==> config.mk <==
export PLATFORM = sky130hd
export DESIGN_NAME = gate_test_sequencer_flat
export DESIGN_NICKNAME = d
export VERILOG_FILES = /design/src/rtl/gate_test_sequencer_pkg.sv /design/src/rtl/gate_test_sequencer_if.sv /design/src/rtl/gate_test_sequencer_golden.sv /design/src/rtl/gate_test_sequencer.sv /design/src/flat_wrapper.sv
export SDC_FILE = /design/constraint.sdc
export NUM_CORES = 1
export LEC_CHECK = 0
export ABC_AREA = 1
export CAP_MARGIN = 10
export CORE_MARGIN = 10
export CORE_UTILIZATION = 30
export CTS_CLUSTER_DIAMETER = 30
export DETAILED_ROUTE_END_ITERATION = 10
export HOLD_SLACK_MARGIN = 0.12
export PLACE_DENSITY = 0.52
export SKIP_LAST_GASP = 1
export SYNTH_ARGS = -nofsm -noshare
export SYNTH_HDL_FRONTEND = slang
export SYNTH_SLANG_ARGS = --single-unit
export TNS_END_PERCENT = 30
==> constraint.sdc <==
create_clock -name clk -period 2.1 [get_ports clk]
set_clock_uncertainty 0.05 [all_clocks]
set_input_delay 0.42 -clock clk [delete_from_list [all_inputs] [get_ports clk]]
set_output_delay 0.42 -clock clk [all_outputs]
set_load 0.1 [all_outputs]
==> src/rtl/gate_test_sequencer_pkg.sv <==
// gate_test_pkg: shared types and constants for the gate bank built-in test.
//   state_e       - sequencer FSM states
//   NUM_GATE_OUT  - width of the gate bank output vector
//   *_BIT         - bit position of each gate inside gate_out / fail_mask
//   VEC_LAST      - index of the final (a, b) vector in a sweep
//   golden_vec()  - truth-table reference for one (a, b) pair
package gate_test_pkg;

  typedef enum logic [1:0] {
    IDLE   = 2'd0,
    SETTLE = 2'd1,
    CHECK  = 2'd2,
    DONE   = 2'd3
  } state_e;

  localparam int NUM_GATE_OUT = 7;
  localparam int AND_BIT      = 6;
  localparam int OR_BIT       = 5;
  localparam int NAND_BIT     = 4;
  localparam int NOR_BIT      = 3;
  localparam int XOR_BIT      = 2;
  localparam int XNOR_BIT     = 1;
  localparam int NOT_BIT      = 0;

  localparam logic [1:0] VEC_LAST = 2'd3;
  localparam int         CNT_W    = 4;

  // Expected gate bank response for inputs a, b in gate_out bit order.
  function automatic logic [NUM_GATE_OUT-1:0] golden_vec(input logic a, input logic b);
    logic [NUM_GATE_OUT-1:0] v;
    v           = {NUM_GATE_OUT{1'b0}};
    v[AND_BIT]  = a & b;
    v[OR_BIT]   = a | b;
    v[NAND_BIT] = ~(a & b);
    v[NOR_BIT]  = ~(a | b);
    v[XOR_BIT]  = a ^ b;
    v[XNOR_BIT] = ~(a ^ b);
    v[NOT_BIT]  = ~a;
    return v;
  endfunction

endpackage

==> src/rtl/gate_test_sequencer_if.sv <==
// gate_test_sequencer_if: all non-clock signals between the sequencer, the
// gate bank and the controlling logic.
//   start      - begin a sweep (controller -> sequencer)
//   gate_a/b   - gate bank stimulus (sequencer -> bank)
//   gate_out   - gate bank response (bank -> sequencer)
//   busy, done, pass, err_count, fail_mask, vec_idx - status (sequencer -> controller)
// Modport slave is the sequencer's view; master is the environment's view.
interface gate_test_sequencer_if;
  import gate_test_pkg::*;

  logic                    start;
  logic                    gate_a;
  logic                    gate_b;
  logic [NUM_GATE_OUT-1:0] gate_out;
  logic                    busy;
  logic                    done;
  logic                    pass;
  logic [2:0]              err_count;
  logic [NUM_GATE_OUT-1:0] fail_mask;
  logic [1:0]              vec_idx;

  modport slave (
    input  start, gate_out,
    output gate_a, gate_b, busy, done, pass, err_count, fail_mask, vec_idx
  );

  modport master (
    output start, gate_out,
    input  gate_a, gate_b, busy, done, pass, err_count, fail_mask, vec_idx
  );

endinterface

==> src/rtl/gate_test_sequencer_golden.sv <==
// gate_test_golden: combinational truth-table reference for the gate bank.
//   a, b      - current stimulus
//   expected  - expected gate_out for (a, b), bit 6 = and ... bit 0 = not
module gate_test_golden
  import gate_test_pkg::*;
(
  input  logic                    a,
  input  logic                    b,
  output logic [NUM_GATE_OUT-1:0] expected
);

  assign expected = golden_vec(a, b);

endmodule

==> src/rtl/gate_test_sequencer.sv <==
// gate_test_sequencer: built-in sweep test for the basic gate bank.
// On an accepted start it walks (a, b) through 00, 01, 10, 11, holds each
// vector SETTLE_CYCLES cycles, samples gate_out in a one-cycle CHECK state and
// accumulates a mismatch count, sticky per-gate fail mask and a pass flag.
//   clk    - rising-edge clock
//   rst_n  - synchronous active-low reset
//   bus    - gate_test_sequencer_if.slave (start, gate_a/b, gate_out, status)
// Parameter SETTLE_CYCLES: 1..15 cycles between driving a vector and checking.
module gate_test_sequencer
  import gate_test_pkg::*;
#(
  parameter int SETTLE_CYCLES = 1
) (
  input  logic                  clk,
  input  logic                  rst_n,
  gate_test_sequencer_if.slave  bus
);

  // Counter runs SETTLE_CYCLES-1 down to 0, so SETTLE lasts SETTLE_CYCLES cycles.
  localparam logic [CNT_W-1:0] SETTLE_LOAD = CNT_W'(SETTLE_CYCLES - 1);

  state_e                  state_r, state_s;
  logic [CNT_W-1:0]        cnt_r, cnt_s;
  logic [1:0]              vec_idx_r, vec_idx_s;
  logic                    gate_a_r, gate_a_s;
  logic                    gate_b_r, gate_b_s;
  logic                    busy_r, busy_s;
  logic                    done_r, done_s;
  logic                    pass_r, pass_s;
  logic [2:0]              err_count_r, err_count_s;
  logic [NUM_GATE_OUT-1:0] fail_mask_r, fail_mask_s;
  logic [NUM_GATE_OUT-1:0] expected_s;
  logic [NUM_GATE_OUT-1:0] mismatch_s;

  gate_test_golden u_golden (
    .a        (gate_a_r),
    .b        (gate_b_r),
    .expected (expected_s)
  );

  assign mismatch_s = bus.gate_out ^ expected_s;

  // Next-state and next-output logic; every register holds unless a state says otherwise.
  always_comb begin
    state_s     = state_r;
    cnt_s       = cnt_r;
    vec_idx_s   = vec_idx_r;
    gate_a_s    = gate_a_r;
    gate_b_s    = gate_b_r;
    busy_s      = busy_r;
    done_s      = 1'b0;
    pass_s      = pass_r;
    err_count_s = err_count_r;
    fail_mask_s = fail_mask_r;

    case (state_r)
      IDLE: begin
        if (bus.start) begin
          state_s     = SETTLE;
          cnt_s       = SETTLE_LOAD;
          vec_idx_s   = 2'd0;
          gate_a_s    = 1'b0;
          gate_b_s    = 1'b0;
          busy_s      = 1'b1;
          pass_s      = 1'b0;
          err_count_s = 3'd0;
          fail_mask_s = {NUM_GATE_OUT{1'b0}};
        end else begin
          state_s = IDLE;
        end
      end

      SETTLE: begin
        if (cnt_r == {CNT_W{1'b0}}) begin
          state_s = CHECK;
        end else begin
          cnt_s = cnt_r - {{(CNT_W-1){1'b0}}, 1'b1};
        end
      end

      CHECK: begin
        fail_mask_s = fail_mask_r | mismatch_s;
        if (|mismatch_s) begin
          err_count_s = err_count_r + 3'd1;
        end else begin
          err_count_s = err_count_r;
        end
        if (vec_idx_r == VEC_LAST) begin
          // Registers update on the edge into DONE so results are final with done.
          state_s = DONE;
          busy_s  = 1'b0;
          done_s  = 1'b1;
          pass_s  = (err_count_s == 3'd0);
        end else begin
          state_s   = SETTLE;
          vec_idx_s = vec_idx_r + 2'd1;
          gate_a_s  = vec_idx_s[1];
          gate_b_s  = vec_idx_s[0];
          cnt_s     = SETTLE_LOAD;
        end
      end

      DONE: begin
        state_s = IDLE;
      end

      default: begin
        state_s = IDLE;
        busy_s  = 1'b0;
      end
    endcase
  end

  // State and output registers with synchronous active-low reset.
  always_ff @(posedge clk) begin
    if (!rst_n) begin
      state_r     <= IDLE;
      cnt_r       <= {CNT_W{1'b0}};
      vec_idx_r   <= 2'd0;
      gate_a_r    <= 1'b0;
      gate_b_r    <= 1'b0;
      busy_r      <= 1'b0;
      done_r      <= 1'b0;
      pass_r      <= 1'b0;
      err_count_r <= 3'd0;
      fail_mask_r <= {NUM_GATE_OUT{1'b0}};
    end else begin
      state_r     <= state_s;
      cnt_r       <= cnt_s;
      vec_idx_r   <= vec_idx_s;
      gate_a_r    <= gate_a_s;
      gate_b_r    <= gate_b_s;
      busy_r      <= busy_s;
      done_r      <= done_s;
      pass_r      <= pass_s;
      err_count_r <= err_count_s;
      fail_mask_r <= fail_mask_s;
    end
  end

  assign bus.gate_a    = gate_a_r;
  assign bus.gate_b    = gate_b_r;
  assign bus.busy      = busy_r;
  assign bus.done      = done_r;
  assign bus.pass      = pass_r;
  assign bus.err_count = err_count_r;
  assign bus.fail_mask = fail_mask_r;
  assign bus.vec_idx   = vec_idx_r;

endmodule
==> src/flat_wrapper.sv <==
// flat-port wrapper written by rule: the top's interface ports become plain ports
module gate_test_sequencer_flat import gate_test_pkg::*;
#(
  parameter int SETTLE_CYCLES = 1
)
  (clk, rst_n, bus_start, bus_gate_out, bus_gate_a, bus_gate_b, bus_busy, bus_done, bus_pass, bus_err_count, bus_fail_mask, bus_vec_idx);
  gate_test_sequencer_if bus_i ();
  input  logic clk;
  input  logic rst_n;
  input wire logic [$bits(bus_i.start)-1:0] bus_start;
  input wire logic [$bits(bus_i.gate_out)-1:0] bus_gate_out;
  output wire logic [$bits(bus_i.gate_a)-1:0] bus_gate_a;
  output wire logic [$bits(bus_i.gate_b)-1:0] bus_gate_b;
  output wire logic [$bits(bus_i.busy)-1:0] bus_busy;
  output wire logic [$bits(bus_i.done)-1:0] bus_done;
  output wire logic [$bits(bus_i.pass)-1:0] bus_pass;
  output wire logic [$bits(bus_i.err_count)-1:0] bus_err_count;
  output wire logic [$bits(bus_i.fail_mask)-1:0] bus_fail_mask;
  output wire logic [$bits(bus_i.vec_idx)-1:0] bus_vec_idx;
  assign bus_i.start = bus_start;
  assign bus_i.gate_out = bus_gate_out;
  assign bus_gate_a = bus_i.gate_a;
  assign bus_gate_b = bus_i.gate_b;
  assign bus_busy = bus_i.busy;
  assign bus_done = bus_i.done;
  assign bus_pass = bus_i.pass;
  assign bus_err_count = bus_i.err_count;
  assign bus_fail_mask = bus_i.fail_mask;
  assign bus_vec_idx = bus_i.vec_idx;
  gate_test_sequencer #(.SETTLE_CYCLES(SETTLE_CYCLES)) u_core (.clk(clk), .rst_n(rst_n), .bus(bus_i));
endmodule
==> results of run 1 <==
## power by group
part | switching [W] | leakage (nW) | internal [W] | total (W)
Combinational | 0.000258 | 0.470 | 0.000115 | 0.000373
Clock | 0.000137 | 0.0217 | 0.000134 | 0.000271
Sequential | 0.0000206 | 0.172 | 0.000431 | 0.000452
Total | 0.000415 | 0.663 | 0.000679 | 0.00109
## cells by family after synthesis
family                   count (synthesis)
AO/OA/AOI/OAI                           30
XOR/XNOR                                 2
adder cells (fa/ha/maj)                  5
buffers and inverters                   31
flip-flops                              21
AND/OR/NAND/NOR                         72
## per-layer routing
metal | global-route usage | share of wire | up-vias
li1 | - | - | 568
met1 | 0.123 | 0.52 | 465
met4 | 0.0260 | 0.0033 | 0
met2 | 0.123 | 0.40 | 22
met5 | 0 | 0 | -
met3 | 0.0309 | 0.074 | 2
## sequential cells by signal, indices dropped and copies added (netlist names)
signal                cells
u_core.bus.busy           1
u_core.bus.done           1
u_core.bus.err_count      3
u_core.bus.fail_mask      7
u_core.bus.gate_a         1
u_core.bus.gate_b         1
u_core.bus.pass           1
u_core.cnt_r              4
u_core.state_r            2
## how the worst max path moves through the flow
stage | from | endpoint | slack [ps] | depth (start not counted)
finish | u_core.bus.gate_b | u_core.bus.err_count[1] | 230 | 12
global placement | bus_gate_out[0] | u_core.bus.err_count[1] | 150 | 10
CTS | u_core.bus.gate_b | u_core.bus.err_count[1] | 220 | 12
global route | u_core.bus.gate_b | u_core.bus.err_count[1] | 60 | 12
floorplan | u_core.bus.gate_a | u_core.bus.err_count[1] | 6 | 12
detailed placement | bus_gate_out[0] | u_core.bus.err_count[1] | 140 | 10
## cells in the mapped netlist
library cell / n / area, um2
nand2_1: 35 / 131
inv_1: 24 / 90.1
dfxtp_1: 21 / 420
a21oi_1: 20 / 100
nor2_1: 13 / 48.8
nor3_1: 10 / 50.1
nand3_1: 8 / 40.0
o21ai_0: 6 / 30.0
ha_1: 5 / 62.6
a211oi_1: 2 / 15.0
buf_4: 2 / 15.0
inv_2: 2 / 7.51
nor3b_1: 2 / 15.0
xor2_1: 2 / 17.5
a21oi_2: 1 / 8.76
buf_2: 1 / 5.00
buf_6: 1 / 11.3
clkinv_1: 1 / 3.75
nand2_2: 1 / 6.26
nor2_2: 1 / 6.26
nor2_4: 1 / 11.3
o21ai_1: 1 / 5.00
or2_1: 1 / 6.26
## cell type report
type | count | area, um2
Fill cell | 379 | 2170
Inverter | 27 | 101
Multi-Input combinational cell | 109 | 554
Clock buffer | 3 | 41.3
Sequential cell | 21 | 425
Clock inverter | 1 | 7.51
Tap cell | 48 | 60.1
Timing Repair Buffer | 30 | 248
## through the flow
stage               power (W)  setup slack, ps  hold slack [ps]
floorplan            0.000744             6.39              407
global placement     0.000829              147              417
detailed placement   0.000835              136              411
CTS                   0.00111              224              426
global route          0.00118             62.0              466
finish                0.00109              228              423
## worst max-delay path: stages, from the launching register on
cell     delay [ps]
dfxtp_4         370
inv_1            50
ha_1            340
inv_2            70
nand2_1          60
nand2_1          70
nand2_1          80
nor2_4          160
nand2_2          90
nand2_1          70
o21ai_1          70
or2_1           220
a21oi_2         110
==> results.sh, run 1 <==
export IMPL_placed_area_um2=1390
export IMPL_hold_violations=0
export IMPL_worstSetupStartpointType="flop"
export IMPL_ant_nets=0
export IMPL_rows=22
export IMPL_yosysWarnings=0
export IMPL_h_tree_depth=1
export IMPL_fin_cells=239
export IMPL_setup_violations=0
export IMPL_clk_transition_reported_paths_ps=80
export IMPL_post_drt_wl_per_cell_um=11.4
export IMPL_cts_max_path_buffers=2
export IMPL_cts_sinks=21
export IMPL_synth_top_family_by_area="simple AND/OR/NAND/NOR gates"
export IMPL_clk_latency_ps=260
export IMPL_synth_fa_ha_area_frac=0.0565
export IMPL_r2r_start="u_core.bus.gate_b"
export IMPL_reg2reg_to="u_core.bus.err_count[1]"
export IMPL_fin_area_um2=1440
export IMPL_holdPathEnd="u_core.bus.busy"
export IMPL_synth_cell_types=23
export IMPL_start_util=0.307
export IMPL_crit_required_ps=2240
export IMPL_antenna_found_initial=0
export IMPL_io_pins=27
export IMPL_hold_buffers=0
export IMPL_wl_mm=2.72
export IMPL_yosys_area_share_simple=0.285
export IMPL_post_cts_setup_buffer_count=0
export IMPL_portBuffers=26
export IMPL_fin_crit_sh=0.891
export IMPL_vias_per_cell=4.42
export IMPL_die_w_um=80.8
export IMPL_grt_pass1_vias=1038
export IMPL_syn_inst=161
export IMPL_hpwlAfterDp_mm=2.18
export IMPL_relSlewSlack=0.652
export IMPL_n_antenna_cell=0
export IMPL_hold_depth=2
export IMPL_grt_max_degree=17
export IMPL_r2r_cells=12
export IMPL_hp_class="flop to flop"
export IMPL_arrival_ps=2010
export IMPL_layout_commonest_cell="nand2_1"
export IMPL_route_vias_total=1057
export IMPL_fmax_mhz=534
export IMPL_vdd_ir_drop_max_uv=282
export IMPL_cts_tree="done"
export IMPL_synth_nets=176
export IMPL_grtUsageTotal=0.0877
export IMPL_areaGrowthSynthToFinish_pct=29.8
export IMPL_syn_area_um2=1110
export IMPL_maxCapViolations=0
export IMPL_synthMuxAreaShare=0
export IMPL_core_um2=3610
export IMPL_drcViolationCount=0
export IMPL_layout_common_cells="35 x nand2_1, 24 x inv_1, 21 x buf_4"
export IMPL_gp_congestion=0.826
export IMPL_final_nets=207
export IMPL_min_period_ps=1870
export IMPL_syn_area_per_cell_um2=6.88
export IMPL_leakage_nw=0.663
export IMPL_ys_ff_latch=21
export IMPL_die_h_um=80.8
export IMPL_drive_gt1_frac=0.173
export IMPL_crit_type="flop to flop"
export IMPL_reg2reg_slack_ps=230
export IMPL_grt_pass1_wl_mm=4.71
export IMPL_cts_root_buf="clkbuf_8"
export IMPL_ys_seq_area_frac=0.380
export IMPL_crit_path_end_kind="flop"
export IMPL_final_core_utilization=0.399
export IMPL_first_pass_iters=4
export IMPL_min_delay_start="u_core.bus.busy"
export IMPL_cts_resized=0
export IMPL_cts_buffers_inserted=3
export IMPL_tns_ps=0
export IMPL_synth_compound_area_frac=0.144
export IMPL_rsz0062_at_grt="no"
export IMPL_worstMarginPinSlew_ps=521
export IMPL_synth_xor_area_share=0.0158
export IMPL_dp_cells=235
export IMPL_power_density_nw_per_um2=762
export IMPL_critPathMaxFanout=5
export IMPL_status="finished clean"
export IMPL_gr_total_overflow=0
export IMPL_drv_slew=0
export IMPL_die_area_um2=6520
export IMPL_drtIter0Drc=62
Note: power is estimated with default switching activity, not from simulation.
==> run 2, diff against run 1 <==
--- a/config.mk
+++ b/config.mk
@@ -6,8 +6,8 @@
 export NUM_CORES = 1
 export LEC_CHECK = 0
 export ABC_AREA = 1
-export CAP_MARGIN = 10
-export CORE_MARGIN = 10
+export CAP_MARGIN = 20
+export CORE_MARGIN = 2
 export CORE_UTILIZATION = 30
 export CTS_CLUSTER_DIAMETER = 30
 export DETAILED_ROUTE_END_ITERATION = 10
==> run 2 against run 1 <==
Compared with the run above:
- sequential share of layout area rose by 0.21 points
- setup slack got worse by 2.7 ps
- utilization fell by 0.28 points
- final cell count fell by 0.42%
- critical path depth did not move
- critical endpoint unchanged
==> results.sh, run 2 (same netlist as run 1, synthesis figures left out) <==
export IMPL_status="finished clean"
export IMPL_drcViolationCount=0
export IMPL_cts_sinks=21
export IMPL_antenna_found_initial=0
export IMPL_maxCapViolations=0
export IMPL_fin_ws_ps=226
export IMPL_arrival_ps=2020
export IMPL_tns_ps=0
export IMPL_start_util=0.307
export IMPL_die_w_um=64.8
export IMPL_fin_crit_sh=0.893
export IMPL_crit_path_end_kind="flop"
export IMPL_clk_transition_reported_paths_ps=80
export IMPL_drtIter0Drc=35
export IMPL_fmax_mhz=534
export IMPL_cts_resized=0
export IMPL_power_density_nw_per_um2=769
export IMPL_cts_max_path_buffers=2
export IMPL_met2_length_mm=1.08
export IMPL_min_period_ps=1870
export IMPL_die_area_um2=4190
export IMPL_largest_reg_flops=7
export IMPL_multiInputGateArea_um2=554
export IMPL_io_pins=27
export IMPL_core_um2=3610
export IMPL_dp_cells=234
export IMPL_setup_violations=0
export IMPL_wl_mm=2.53
export IMPL_gp_congestion=0.815
export IMPL_route_met3_wl_um=168
export IMPL_worstMarginPinSlew_ps=561
export IMPL_wl_met1_mm=1.27
export IMPL_n_antenna_cell=0
export IMPL_rows=22
export IMPL_seq_area_um2=425
export IMPL_rsz0062_at_grt="no"
export IMPL_route_vias_total=1077
export IMPL_hold_buffers=0
export IMPL_crit_required_ps=2240
export IMPL_clk_latency_ps=260
export IMPL_worstSetupStartpointType="flop"
export IMPL_die_h_um=64.8
export IMPL_drive_gt1_frac=0.168
export IMPL_gr_total_overflow=0
export IMPL_layout_commonest_cell="nand2_1"
export IMPL_grtUsageTotal=0.129
export IMPL_grt_pass1_wl_mm=4.16
export IMPL_cts_buffers_inserted=3
export IMPL_grt_pass1_vias=967
export IMPL_cts_root_buf="clkbuf_8"
export IMPL_portBuffers=26
export IMPL_routed_top_layer="met4"
export IMPL_first_pass_iters=4
export IMPL_post_drt_wl_per_cell_um=10.6
export IMPL_fin_cells=238
export IMPL_h_tree_depth=1
export IMPL_cts_tree="done"
export IMPL_leakage_nw=0.664
export IMPL_post_cts_setup_buffer_count=0
export IMPL_crit_type="flop to flop"
export IMPL_hpwlAfterDp_mm=1.93
export IMPL_ant_nets=0
export IMPL_vdd_ir_drop_max_uv=372
export IMPL_hold_depth=2
export IMPL_r2r_cells=12
export IMPL_n_fill_cell=388
export IMPL_layout_common_cells="35 x nand2_1, 24 x inv_1, 20 x a21oi_1, 20 x buf_4, 19 x dfxtp_1"
export IMPL_vias_per_cell=4.53
export IMPL_final_nets=206
export IMPL_areaGrowthSynthToFinish_pct=28.9
export IMPL_pre_cts_ws_ps=136
export IMPL_critPathMaxFanout=5
export IMPL_hold_violations=0
export IMPL_drv_slew=0
export IMPL_relSlewSlack=0.626
export IMPL_hp_class="flop to flop"
export IMPL_grt_max_degree=17
## run 2: final timing paths
kind | start | endpoint | slack, ps
worst max register to register | u_core.bus.gate_b | u_core.bus.err_count[1] | 230
worst min register to register | u_core.bus.busy | u_core.bus.busy | 430
worst min-delay path | u_core.bus.busy | u_core.bus.busy | 430
worst max-delay path | u_core.bus.gate_b | u_core.bus.err_count[1] | 230
## run 2: worst max-delay path: stages, from the launching register on
cell,delay (ps)
dfxtp_4,380
inv_1,60
ha_1,350
inv_2,70
nand2_1,60
nand2_1,60
nand2_1,80
nor2_4,150
nand2_2,90
nand2_1,70
o21ai_1,70
or2_1,220
a21oi_2,110
## run 2: layout make-up
type / count / area share
inverter: 27 / 0.0710
clock inverter: 1 / 0.00351
multi-input combinational: 109 / 0.388
clock buffer: 3 / 0.0289
timing repair buffer: 29 / 0.168
tap: 48 / 0.0421
sequential: 21 / 0.298
## run 2: power by group
part           internal, W  leakage, nW  switching [W]  total, W
clock network     0.000132       0.0255       0.000140  0.000272
logic             0.000116        0.466       0.000258  0.000374
registers         0.000431        0.172      0.0000206  0.000451
## run 2: through the flow
stage	utilization	power, W	hold slack [ps]	instance area [um2]
floorplan	-	0.000744	407	1110
global placement	0.383	0.000829	403	1380
detailed placement	0.383	0.000835	407	1380
CTS	0.396	0.00111	423	1430
global route	0.396	0.00117	437	1430
finish	0.396	0.00110	426	1430
## run 2: per-layer routing
metal  vias to the layer above  GRT usage
li1                        567          -
met1                       475      0.172
met2                        33      0.205
met3                         2     0.0278
met4                         0     0.0479
met5                         -          0
